--- src/rtl/aibcr3aux_calctl_pkg.sv ---
// Shared state encoding, default parameters and sizing helper for the aux
// strobe-clock delay calibration sequencer.
package aibcr3aux_calctl_pkg;

    localparam int SETTLE_CYC_DEF = 16;
    localparam int NSAMP_DEF      = 8;
    localparam int CODE_W_DEF     = 4;

    typedef enum logic [2:0] {
        IDLE   = 3'd0,
        SETTLE = 3'd1,
        SAMPLE = 3'd2,
        EVAL   = 3'd3,
        LOCKED = 3'd4,
        FAIL   = 3'd5
    } cal_state_e;

    // Width able to hold a tally of 0..nsamp early samples.
    function automatic int ones_cnt_w(input int nsamp);
        return (nsamp < 1) ? 1 : $clog2(nsamp + 1);
    endfunction

endpackage

--- src/rtl/aibcr3aux_calctl_sync2.sv ---
// Two-flop synchronizer bringing the asynchronous phase-detector flag into
// the aux oscillator clock domain.
module aibcr3aux_calctl_sync2 (
    input  logic clk,
    input  logic rst,
    input  logic d,
    output logic q
);

    logic meta_r;
    logic sync_r;

    // Metastability filter: first flop may go metastable, second resolves it.
    always_ff @(posedge clk or posedge rst) begin
        if (rst) begin
            meta_r <= 1'b0;
            sync_r <= 1'b0;
        end else begin
            meta_r <= d;
            sync_r <= meta_r;
        end
    end

    assign q = sync_r;

endmodule

--- src/rtl/aibcr3aux_clkdly_calctl.sv ---
// Calibration sequencer for the aux strobe-clock input delay line: sweeps the
// delay code, majority-votes the phase detector and locks on the first
// early-to-late transition. Define AIBCR3AUX_CALCTL_TRACK_EN to keep tracking
// the lock code while LOCKED.
module aibcr3aux_clkdly_calctl
    import aibcr3aux_calctl_pkg::*;
#(
    parameter int SETTLE_CYC = SETTLE_CYC_DEF,
    parameter int NSAMP      = NSAMP_DEF,
    parameter int CODE_W     = CODE_W_DEF
) (
    input  logic              clk,
    input  logic              rst,
    input  logic              cal_start,
    input  logic              pd_early,
    input  logic              csr_dly_ovrden,
    input  logic [CODE_W-1:0] csr_dly_ovrd,
    output logic              dly_ovrden,
    output logic [CODE_W-1:0] dly_ovrd,
    output logic              cal_busy,
    output logic              cal_done,
    output logic              cal_fail,
    output logic [CODE_W-1:0] lock_code
);

    localparam int OW  = ones_cnt_w(NSAMP);
    localparam int SCW = $clog2(SETTLE_CYC + 1);

    localparam logic [SCW-1:0]    SETTLE_LAST = SCW'(SETTLE_CYC - 1);
    localparam logic [OW-1:0]     SAMP_LAST   = OW'(NSAMP - 1);
    localparam logic [OW:0]       NSAMP_V     = (OW + 1)'(NSAMP);
    localparam logic [CODE_W-1:0] CODE_MAX    = {CODE_W{1'b1}};
    localparam logic [CODE_W-1:0] CODE_ZERO   = {CODE_W{1'b0}};

    cal_state_e        state_r;
    logic [CODE_W-1:0] code_r;
    logic [CODE_W-1:0] lock_code_r;
    logic [SCW-1:0]    settle_cnt_r;
    logic [OW-1:0]     samp_cnt_r;
    logic [OW-1:0]     ones_cnt_r;
    logic              prev_early_r;
    logic              busy_r;
    logic              done_r;
    logic              fail_r;
    logic              en_r;

    logic              pd_sync_s;
    logic [OW-1:0]     ones_next_s;
    logic              early_s;

`ifdef AIBCR3AUX_CALCTL_TRACK_EN
    logic              trk_wait_r;
    logic              trk_early_r;
    logic              trk_late_r;
    logic              unan_early_s;
    logic              unan_late_s;
`endif

    aibcr3aux_calctl_sync2 u_pd_sync (
        .clk (clk),
        .rst (rst),
        .d   (pd_early),
        .q   (pd_sync_s)
    );

    // Running tally including this cycle's sample; strict majority, tie = late.
    always_comb begin
        ones_next_s = ones_cnt_r + OW'(pd_sync_s);
        early_s     = ({ones_cnt_r, 1'b0} > NSAMP_V);
    end

`ifdef AIBCR3AUX_CALCTL_TRACK_EN
    assign unan_early_s = (ones_next_s == OW'(NSAMP));
    assign unan_late_s  = (ones_next_s == {OW{1'b0}});
`endif

    // Calibration FSM and all registered outputs.
    always_ff @(posedge clk or posedge rst) begin
        if (rst) begin
            state_r      <= IDLE;
            code_r       <= CODE_ZERO;
            lock_code_r  <= CODE_ZERO;
            settle_cnt_r <= {SCW{1'b0}};
            samp_cnt_r   <= {OW{1'b0}};
            ones_cnt_r   <= {OW{1'b0}};
            prev_early_r <= 1'b0;
            busy_r       <= 1'b0;
            done_r       <= 1'b0;
            fail_r       <= 1'b0;
            en_r         <= 1'b0;
`ifdef AIBCR3AUX_CALCTL_TRACK_EN
            trk_wait_r   <= 1'b0;
            trk_early_r  <= 1'b0;
            trk_late_r   <= 1'b0;
`endif
        end else if (csr_dly_ovrden) begin
            // CSR owns the delay cell; drop whatever calibration was doing.
            state_r      <= IDLE;
            code_r       <= CODE_ZERO;
            lock_code_r  <= CODE_ZERO;
            settle_cnt_r <= {SCW{1'b0}};
            samp_cnt_r   <= {OW{1'b0}};
            ones_cnt_r   <= {OW{1'b0}};
            prev_early_r <= 1'b0;
            busy_r       <= 1'b0;
            done_r       <= 1'b0;
            fail_r       <= 1'b0;
            en_r         <= 1'b0;
`ifdef AIBCR3AUX_CALCTL_TRACK_EN
            trk_wait_r   <= 1'b0;
            trk_early_r  <= 1'b0;
            trk_late_r   <= 1'b0;
`endif
        end else begin
            case (state_r)
                IDLE, LOCKED, FAIL: begin
                    if (cal_start) begin
                        state_r      <= SETTLE;
                        code_r       <= CODE_ZERO;
                        lock_code_r  <= CODE_ZERO;
                        settle_cnt_r <= {SCW{1'b0}};
                        prev_early_r <= 1'b0;
                        busy_r       <= 1'b1;
                        done_r       <= 1'b0;
                        fail_r       <= 1'b0;
                        en_r         <= 1'b1;
                    end else if (state_r == LOCKED) begin
`ifdef AIBCR3AUX_CALCTL_TRACK_EN
                        if (trk_wait_r) begin
                            if (settle_cnt_r == SETTLE_LAST) begin
                                trk_wait_r   <= 1'b0;
                                settle_cnt_r <= {SCW{1'b0}};
                                samp_cnt_r   <= {OW{1'b0}};
                                ones_cnt_r   <= {OW{1'b0}};
                            end else begin
                                settle_cnt_r <= settle_cnt_r + SCW'(1'b1);
                            end
                        end else if (samp_cnt_r == SAMP_LAST) begin
                            samp_cnt_r <= {OW{1'b0}};
                            ones_cnt_r <= {OW{1'b0}};
                            if (unan_early_s) begin
                                trk_late_r <= 1'b0;
                                if (trk_early_r) begin
                                    trk_early_r <= 1'b0;
                                    if (lock_code_r != CODE_MAX) begin
                                        lock_code_r  <= lock_code_r + CODE_W'(1'b1);
                                        code_r       <= code_r + CODE_W'(1'b1);
                                        trk_wait_r   <= 1'b1;
                                        settle_cnt_r <= {SCW{1'b0}};
                                    end else begin
                                        trk_wait_r   <= 1'b0;
                                    end
                                end else begin
                                    trk_early_r <= 1'b1;
                                end
                            end else if (unan_late_s) begin
                                trk_early_r <= 1'b0;
                                if (trk_late_r) begin
                                    trk_late_r <= 1'b0;
                                    if (lock_code_r != CODE_ZERO) begin
                                        lock_code_r  <= lock_code_r - CODE_W'(1'b1);
                                        code_r       <= code_r - CODE_W'(1'b1);
                                        trk_wait_r   <= 1'b1;
                                        settle_cnt_r <= {SCW{1'b0}};
                                    end else begin
                                        trk_wait_r   <= 1'b0;
                                    end
                                end else begin
                                    trk_late_r <= 1'b1;
                                end
                            end else begin
                                trk_early_r <= 1'b0;
                                trk_late_r  <= 1'b0;
                            end
                        end else begin
                            samp_cnt_r <= samp_cnt_r + OW'(1'b1);
                            ones_cnt_r <= ones_next_s;
                        end
`else
                        state_r <= LOCKED;
`endif
                    end else begin
                        state_r <= state_r;
                    end
                end
                SETTLE: begin
                    if (settle_cnt_r == SETTLE_LAST) begin
                        state_r      <= SAMPLE;
                        settle_cnt_r <= {SCW{1'b0}};
                        samp_cnt_r   <= {OW{1'b0}};
                        ones_cnt_r   <= {OW{1'b0}};
                    end else begin
                        settle_cnt_r <= settle_cnt_r + SCW'(1'b1);
                    end
                end
                SAMPLE: begin
                    ones_cnt_r <= ones_next_s;
                    if (samp_cnt_r == SAMP_LAST) begin
                        state_r <= EVAL;
                    end else begin
                        samp_cnt_r <= samp_cnt_r + OW'(1'b1);
                    end
                end
                EVAL: begin
                    // Code 0 has no predecessor, so it can never be the lock point.
                    if ((code_r != CODE_ZERO) && prev_early_r && !early_s) begin
                        state_r     <= LOCKED;
                        lock_code_r <= code_r;
                        busy_r      <= 1'b0;
                        done_r      <= 1'b1;
                        samp_cnt_r  <= {OW{1'b0}};
                        ones_cnt_r  <= {OW{1'b0}};
`ifdef AIBCR3AUX_CALCTL_TRACK_EN
                        trk_wait_r  <= 1'b0;
                        trk_early_r <= 1'b0;
                        trk_late_r  <= 1'b0;
`endif
                    end else if (code_r == CODE_MAX) begin
                        state_r     <= FAIL;
                        lock_code_r <= CODE_ZERO;
                        busy_r      <= 1'b0;
                        fail_r      <= 1'b1;
                    end else begin
                        state_r      <= SETTLE;
                        code_r       <= code_r + CODE_W'(1'b1);
                        prev_early_r <= early_s;
                        settle_cnt_r <= {SCW{1'b0}};
                    end
                end
                default: begin
                    state_r <= IDLE;
                    busy_r  <= 1'b0;
                    en_r    <= 1'b0;
                end
            endcase
        end
    end

    assign dly_ovrden = csr_dly_ovrden | en_r;
    assign dly_ovrd   = csr_dly_ovrden ? csr_dly_ovrd : code_r;
    assign cal_busy   = busy_r;
    assign cal_done   = done_r;
    assign cal_fail   = fail_r;
    assign lock_code  = lock_code_r;

endmodule

--- config.mk ---
export PLATFORM = sky130hd
export DESIGN_NAME = aibcr3aux_clkdly_calctl
export DESIGN_NICKNAME = d
export VERILOG_FILES = /design/src/rtl/aibcr3aux_calctl_pkg.sv /design/src/rtl/aibcr3aux_calctl_sync2.sv /design/src/rtl/aibcr3aux_clkdly_calctl.sv
export SDC_FILE = /design/constraint.sdc
export NUM_CORES = 1
export LEC_CHECK = 0
export ABC_CLOCK_PERIOD_IN_PS = 2510
export CAP_MARGIN = 20
export CORE_MARGIN = 8
export CORE_UTILIZATION = 55
export CTS_CLUSTER_SIZE = 10
export DETAILED_ROUTE_END_ITERATION = 16
export PLACE_DENSITY = 0.88
export SLEW_MARGIN = 20
export SYNTH_ARGS = -nofsm -noshare
export SYNTH_HDL_FRONTEND = slang
export SYNTH_SLANG_ARGS = --single-unit
--- constraint.sdc ---
create_clock -name clk -period 2.51 [get_ports clk]
set_clock_uncertainty 0.1 [all_clocks]
set_input_delay 0.251 -clock clk [delete_from_list [all_inputs] [get_ports clk]]
set_output_delay 0.251 -clock clk [all_outputs]
set_load 0.1 [all_outputs]
* Yosys cells after proc, flatten, opt, wreduce, memory -nomap -nowiden
Cells that the tools add are included.
** Storage, ports and cells
- Register bits after elaboration :: 31
- Input port bits :: 9
- Output and inout port bits :: 12
- Word-level logic and storage cells :: 110
** Operators by class
- Add/sub/neg operators :: 4
- Order comparisons :: 1
- Equal/unequal tests :: 20
- Mux-type cells :: 50
- Bitwise gates (word level) :: 1
- Reduce and logical (&&, ||, !) cells :: 21
** Operator list (count)
- $mux 4 :: 13
- $mux 5 :: 5
- $ne 3x3->1 const B :: 8
- $pmux 4 s3 :: 2
- $mux 3 :: 7
- $pmux 4 s2 :: 2
- $reduce_and 4->1 :: 4
- $pmux 5 s3 :: 1
- $reduce_and 3->1 :: 5
- $mux 1 :: 14
- $pmux 3 s4 :: 1
- $reduce_bool 4->1 :: 3
- $add 4x1->4 const B :: 2
- $ne 4x4->1 const B :: 2
- $pmux 1 s2 :: 4
- $eq 3x2->1 const B :: 2
- $eq 3x3->1 const B :: 2
- $reduce_or 3->1 :: 2
- $add 5x1->5 const B :: 1
- $eq 5x4->1 const B :: 1
- $gt 5x4->1 const B :: 1
- $add 4x1->4 :: 1
- $eq 4x3->1 const B :: 1
- $eq 4x4->1 const B :: 1
- other kinds (10) :: 12

* Longest topological paths before layout
- Depth in word-level cells :: 6
- Depth in mapped cells :: 6
- Gate-level depth less buffers :: 6

* By module
A second synthesis with hierarchy kept.
** Second synthesis, totals
- Cell total of the unflattened synthesis :: 183
- Area total of the unflattened synthesis :: 1871.8 um2
** By module, submodules not included
- aibcr3aux_clkdly_calctl :: instances 1, cells each 180, area each 1818.0 um2, sequential area each 725.7 um2
- aibcr3aux_calctl_sync2 :: instances 1, cells each 3, area each 53.8 um2, sequential area each 50.0 um2

* Worst setup path after synthesis
No wires, ideal clock.
- Path type :: input -> output
- Start point :: in csr_dly_ovrden
- End point :: out dly_ovrd[1]
- Data arrival time :: 2726 ps
- Data required time :: 2159 ps
- Slack :: -567 ps
- Stages :: 3
- Path buffers :: 2
- Cell sequence :: buf_2 -> clkbuf_1 -> o21ai_0
** Between the ends
- Longest elaborated chain between the ends :: 1
** RTL lines
- from (decl) :: line aibcr3aux_clkdly_calctl.sv:16 : input logic csr_dly_ovrden,
- $mux 4 :: line aibcr3aux_clkdly_calctl.sv:240 : assign dly_ovrd = csr_dly_ovrden ? csr_dly_ovrd : code_r;
- to (decl) :: line aibcr3aux_clkdly_calctl.sv:19 : output logic [CODE_W-1:0] dly_ovrd,
Every way passes these cells.

* Final worst setup path
- Start point :: reg code_r[0]
- End point :: reg lock_code_r[3] (netlist: lock_code[3])
** Between the ends
- Longest elaborated chain between the ends :: 6
- Elaborated cells on any way between the ends :: 9
- Those cells by class :: eq/ne: 2; mux: 3; reduce/logical: 4
** RTL lines
- from (decl) :: line aibcr3aux_clkdly_calctl.sv:36 : logic [CODE_W-1:0] code_r;
- from (signal assigned) :: line aibcr3aux_clkdly_calctl.sv:225 : code_r <= code_r + CODE_W'(1'b1);
- $reduce_bool 4->1 :: line aibcr3aux_clkdly_calctl.sv:206 : if ((code_r != CODE_ZERO) && prev_early_r && !early_s) begin
- $logic_and 1x1->1 (2 in a row) :: line aibcr3aux_clkdly_calctl.sv:206
- $mux 4 :: line aibcr3aux_clkdly_calctl.sv:206
- $pmux 4 s2 :: line aibcr3aux_clkdly_calctl.sv:115 : case (state_r)
- $mux 4 :: line aibcr3aux_clkdly_calctl.sv:96 : end else if (csr_dly_ovrden) begin
- to (signal assigned) :: line aibcr3aux_clkdly_calctl.sv:208 : lock_code_r <= code_r;
- to (decl) :: line aibcr3aux_clkdly_calctl.sv:37 : logic [CODE_W-1:0] lock_code_r;
Parallel ways exist; a longest one is shown, timed or not.
A chain may end at the register's enable or synchronous reset.

==> results.rst <==
.. list-table::
   :header-rows: 1

   * - Metric
     - Value
   * - Status
     - finished, final reports clean
   * - Number of buffers between clock root and the deepest sink
     - 2
   * - Cell-internal power
     - 0.8934 mW
   * - DR DRC count
     - 0
   * - Fraction of final layout cells sized beyond drive strength 1
     - 19.29%
   * - PwrDens
     - 677.2 nW/um2
   * - Count of warnings emitted by yosys
     - 0
   * - Final setup vio count
     - 0
   * - Antenna violations before repair
     - 0
   * - Portion of total power attributed to combinational logic
     - 36.5%
   * - Highest-delay cell along the critical path
     - o41ai_2
   * - Total number of vias
     - 1,483
   * - Net switching fraction of the power
     - 38.60%
   * - Share of the cycle needed by the critical path after routing
     - 86.12%
   * - Cell Area, Synth
     - 1815 um2
   * - Initial Util
     - 55.72%
   * - Top cell family by delay on the critical path
     - compound AO/OA/AOI/OAI gates
   * - Flip-flop cell with the highest count after synthesis
     - dfrtp_1
   * - Cell types occupying the most area after synthesis
     - dfrtp_1 (43%), ha_1 (4.1%), a22o_1 (3.9%), o22a_1 (2.9%), o21ai_0 (2.5%)
   * - Post-DR vias/cell
     - 6.103
   * - Max Transition Viols Final
     - 0
   * - ANT nets after route
     - 0
   * - Initial DRC Count
     - 90
   * - Path category of the worst min-delay check
     - in -> async
   * - Number of hold-repair buffers added at the cts stage
     - 0
   * - Worst Path Arrival
     - 2.28 ns
   * - Dpl cells
     - 236
   * - Cell type contributing the most total cell area after synthesis
     - dfrtp_1
   * - Setup ws final
     - 0.3483 ns
   * - CP bufs+invs
     - 1
   * - Placement-stage cell area
     - 2092 um2
   * - Clock tree from TritonCTS
     - built
   * - Sequential cell area
     - 775.7 um2
   * - # Max-Cap Violations
     - 0
   * - Filler instances
     - 277
   * - CP Max Fanout
     - 5
   * - Multi-input logic area
     - 958.4 um2
   * - IO Pins
     - 21
   * - Kind of critical path
     - reg -> reg
   * - RSZ-0062 raised after global routing
     - false
   * - Clock sink count
     - 31
   * - Share of synthesized area occupied by flip-flops and latches
     - 42.73%
   * - Total Routing Usage GR
     - 16.00%
   * - Largest net degree at the start of global routing
     - 32
   * - Clock Tree Root
     - clkbuf_4
   * - Register share of total power
     - 43.2%
   * - FF+latch count, synth
     - 31
   * - Final weighted congestion in routability-driven placement
     - 0.9034
   * - Number of hold violations in the final report
     - 0
   * - Clock Latency Late Sink
     - 0.33 ns
   * - Non-Filler Cell Area, Final
     - 2148 um2
   * - Buffers inserted by post-CTS timing repair
     - 0
   * - Worst max-slew margin expressed relative to the limit
     - 54.35%
   * - Post-synthesis cell count
     - 174
   * - Global-route wire length before repair
     - 6755 um
   * - Synth cell types
     - 61
   * - Total Routed Length
     - 3987 um
   * - Number of global-route vias before repair
     - 1,469
   * - Data required time at the worst endpoint
     - 2.63 ns
   * - Synth async-reset ratio
     - 100.0%
   * - Iteration count of the initial detailed-routing pass
     - 4
   * - Worst ir drop on vdd
     - 0.3890 mV
   * - Area overhead of the layout relative to synthesis
     - 18.33%
   * - Net switching power of the design
     - 0.5615 mW
   * - Count of buffers inserted at the top-level ports
     - 20
   * - Detail Placement HPWL
     - 2935 um
   * - Commonest cells after routing, fill and taps aside
     - dfrtp_1 (31), buf_4 (11), inv_1 (10)
   * - Core Box Area
     - 3258 um2
   * - Highest clock rate
     - 462.6 MHz
   * - Area of the die
     - 5396 um2
   * - Hold slack
     - 0.1821 ns
   * - Slew of the pin with the lowest slew margin
     - 0.6791 ns
   * - # diodes
     - 0
   * - Die width
     - 73.46 um
   * - Mean Syn Cell Area
     - 10.43 um2
   * - Kind of end point of the critical path
     - register
   * - Clock transition time at the flip-flop clock pins of the worst setup and hold paths
     - 0.10 ns
   * - Worst Setup Slack post-DPL
     - 0.3010 ns
   * - Share of power burned in the clock network
     - 20.3%
   * - Number of enable flip-flop cells after synthesis
     - 0
   * - Flop-to-flop setup slack
     - 0.35 ns
   * - Fraction of post-synthesis cell area in the top cell type by area
     - 42.73%
   * - Total congestion overflow after global routing
     - 0
   * - Number of H-tree levels
     - 2
   * - Worst-path cell chain
     - inv_1 -> ha_1 -> nor3b_2 -> o41ai_2 -> o22ai_1 -> a22o_1
   * - Resize count post-CTS
     - 0
   * - Nature of the critical path startpoint
     - register
   * - Post-detailed-route wirelength per cell
     - 16.41 um
   * - Most common library cell in the layout ignoring fill and taps
     - dfrtp_1
   * - Clock period minus worst slack
     - 2.162 ns
   * - Net count after synthesis
     - 189
   * - Die Ht
     - 73.46 um
   * - Slowest stage delay, CP
     - 0.53 ns
   * - Post-layout instance count excluding filler cells
     - 243
   * - TritonCTS buffer count
     - 5
   * - Number of nets in the final layout
     - 212
   * - Static leakage power
     - 0.9785 nW
   * - Row count
     - 21
-- cells in the mapped netlist, types with 2 or more instances --
cell / number
buf_2: 5
inv_1: 10
o211ai_1: 2
o22a_1: 6
mux2_2: 2
nand2_1: 7
o21a_1: 2
ha_1: 6
clkbuf_1: 2
nor2_1: 7
a211oi_1: 2
nand2b_1: 3
nand3_1: 7
xnor2_1: 2
a221o_1: 2
nor2b_1: 2
a21oi_1: 8
nand3b_1: 2
a22o_1: 8
o211a_1: 2
o22ai_1: 4
o21ai_0: 9
dfrtp_1: 31
nor3b_1: 2
nor3_1: 4
a21boi_0: 2
-- logic make-up after synthesis --
family	share of synthesized area, %
muxes	2.412
AOI/OAI and AO/OA	29.01
DFF	42.73
adders and majority gates	4.135
buffers and inverters	4.480
xor gates and xnor gates	0.9650
and+or+nand+nor	16.27
-- power by group through the flow --
| stage | combinational [mW] | clock [mW] | sequential [mW] |
|---|---|---|---|
| floorplan | 0.419 | 0 | 0.617 |
| CTS | 0.529 | 0.304 | 0.626 |
| detailed placement | 0.527 | 0 | 0.637 |
| global placement | 0.505 | 0 | 0.631 |
| finish | 0.532 | 0.295 | 0.629 |
| global route | 0.577 | 0.328 | 0.639 |
-- path summary, 6_finish.rpt --
| kind | cells past startpoint | start | endpoint |
|---|---|---|---|
| max | 6 | code_r[0] | lock_code[3] |
| max in group asynchronous | 3 | rst | settle_cnt_r[4] |
| max reg2reg | 6 | code_r[0] | lock_code[3] |
| min in group clk | 0 | u_pd_sync.meta_r | u_pd_sync.q |
| min | 3 | rst | ones_cnt_r[3] |
| min reg2reg | 0 | u_pd_sync.meta_r | u_pd_sync.q |
-- registers in the layout (all words and copies together), names as in the netlist --
register          count
settle_cnt_r          5
en_r                  1
state_r               3
u_pd_sync.meta_r      1
cal_done              1
samp_cnt_r            4
cal_busy              1
ones_cnt_r            4
u_pd_sync.q           1
lock_code             4
code_r                4
cal_fail              1
prev_early_r          1
-- cell type report --
type | count | area share (%)
sequential | 31 | 36.11
clock inverter | 1 | 0.2330
inverter | 10 | 1.747
clock buffer | 6 | 2.388
multi-input combinational | 125 | 44.61
tap | 46 | 2.679
timing repair buffer | 24 | 12.23
-- metal layers --
metal / up-vias / wire [um] / global-route usage, %
met5: - / 0 / 0
met4: 0 / 60 / 6.652
met3: 7 / 213 / 4.911
met2: 34 / 1957 / 26.08
met1: 735 / 1755 / 18.89
li1: 707 / - / -
-- worst reg2reg max path, stage by stage, from the launching register on --
cell     delay [ns]
dfrtp_1        0.42
inv_1          0.08
ha_1           0.20
nor3b_2        0.19
o41ai_2        0.53
o22ai_1        0.27
a22o_1         0.24
-- per-stage QoR --
| step | TNS (ns) | util [%] | total power, mW |
|---|---|---|---|
| after global routing | 0 | 65.94 | 1.544 |
| after detailed placement | 0 | 64.21 | 1.164 |
| after global placement | 0 | 64.21 | 1.136 |
| after CTS | 0 | 65.94 | 1.459 |
| after floorplan | -1.117 | - | 1.036 |
| final | 0 | 65.94 | 1.455 |
(Power assumes the default switching activity.)
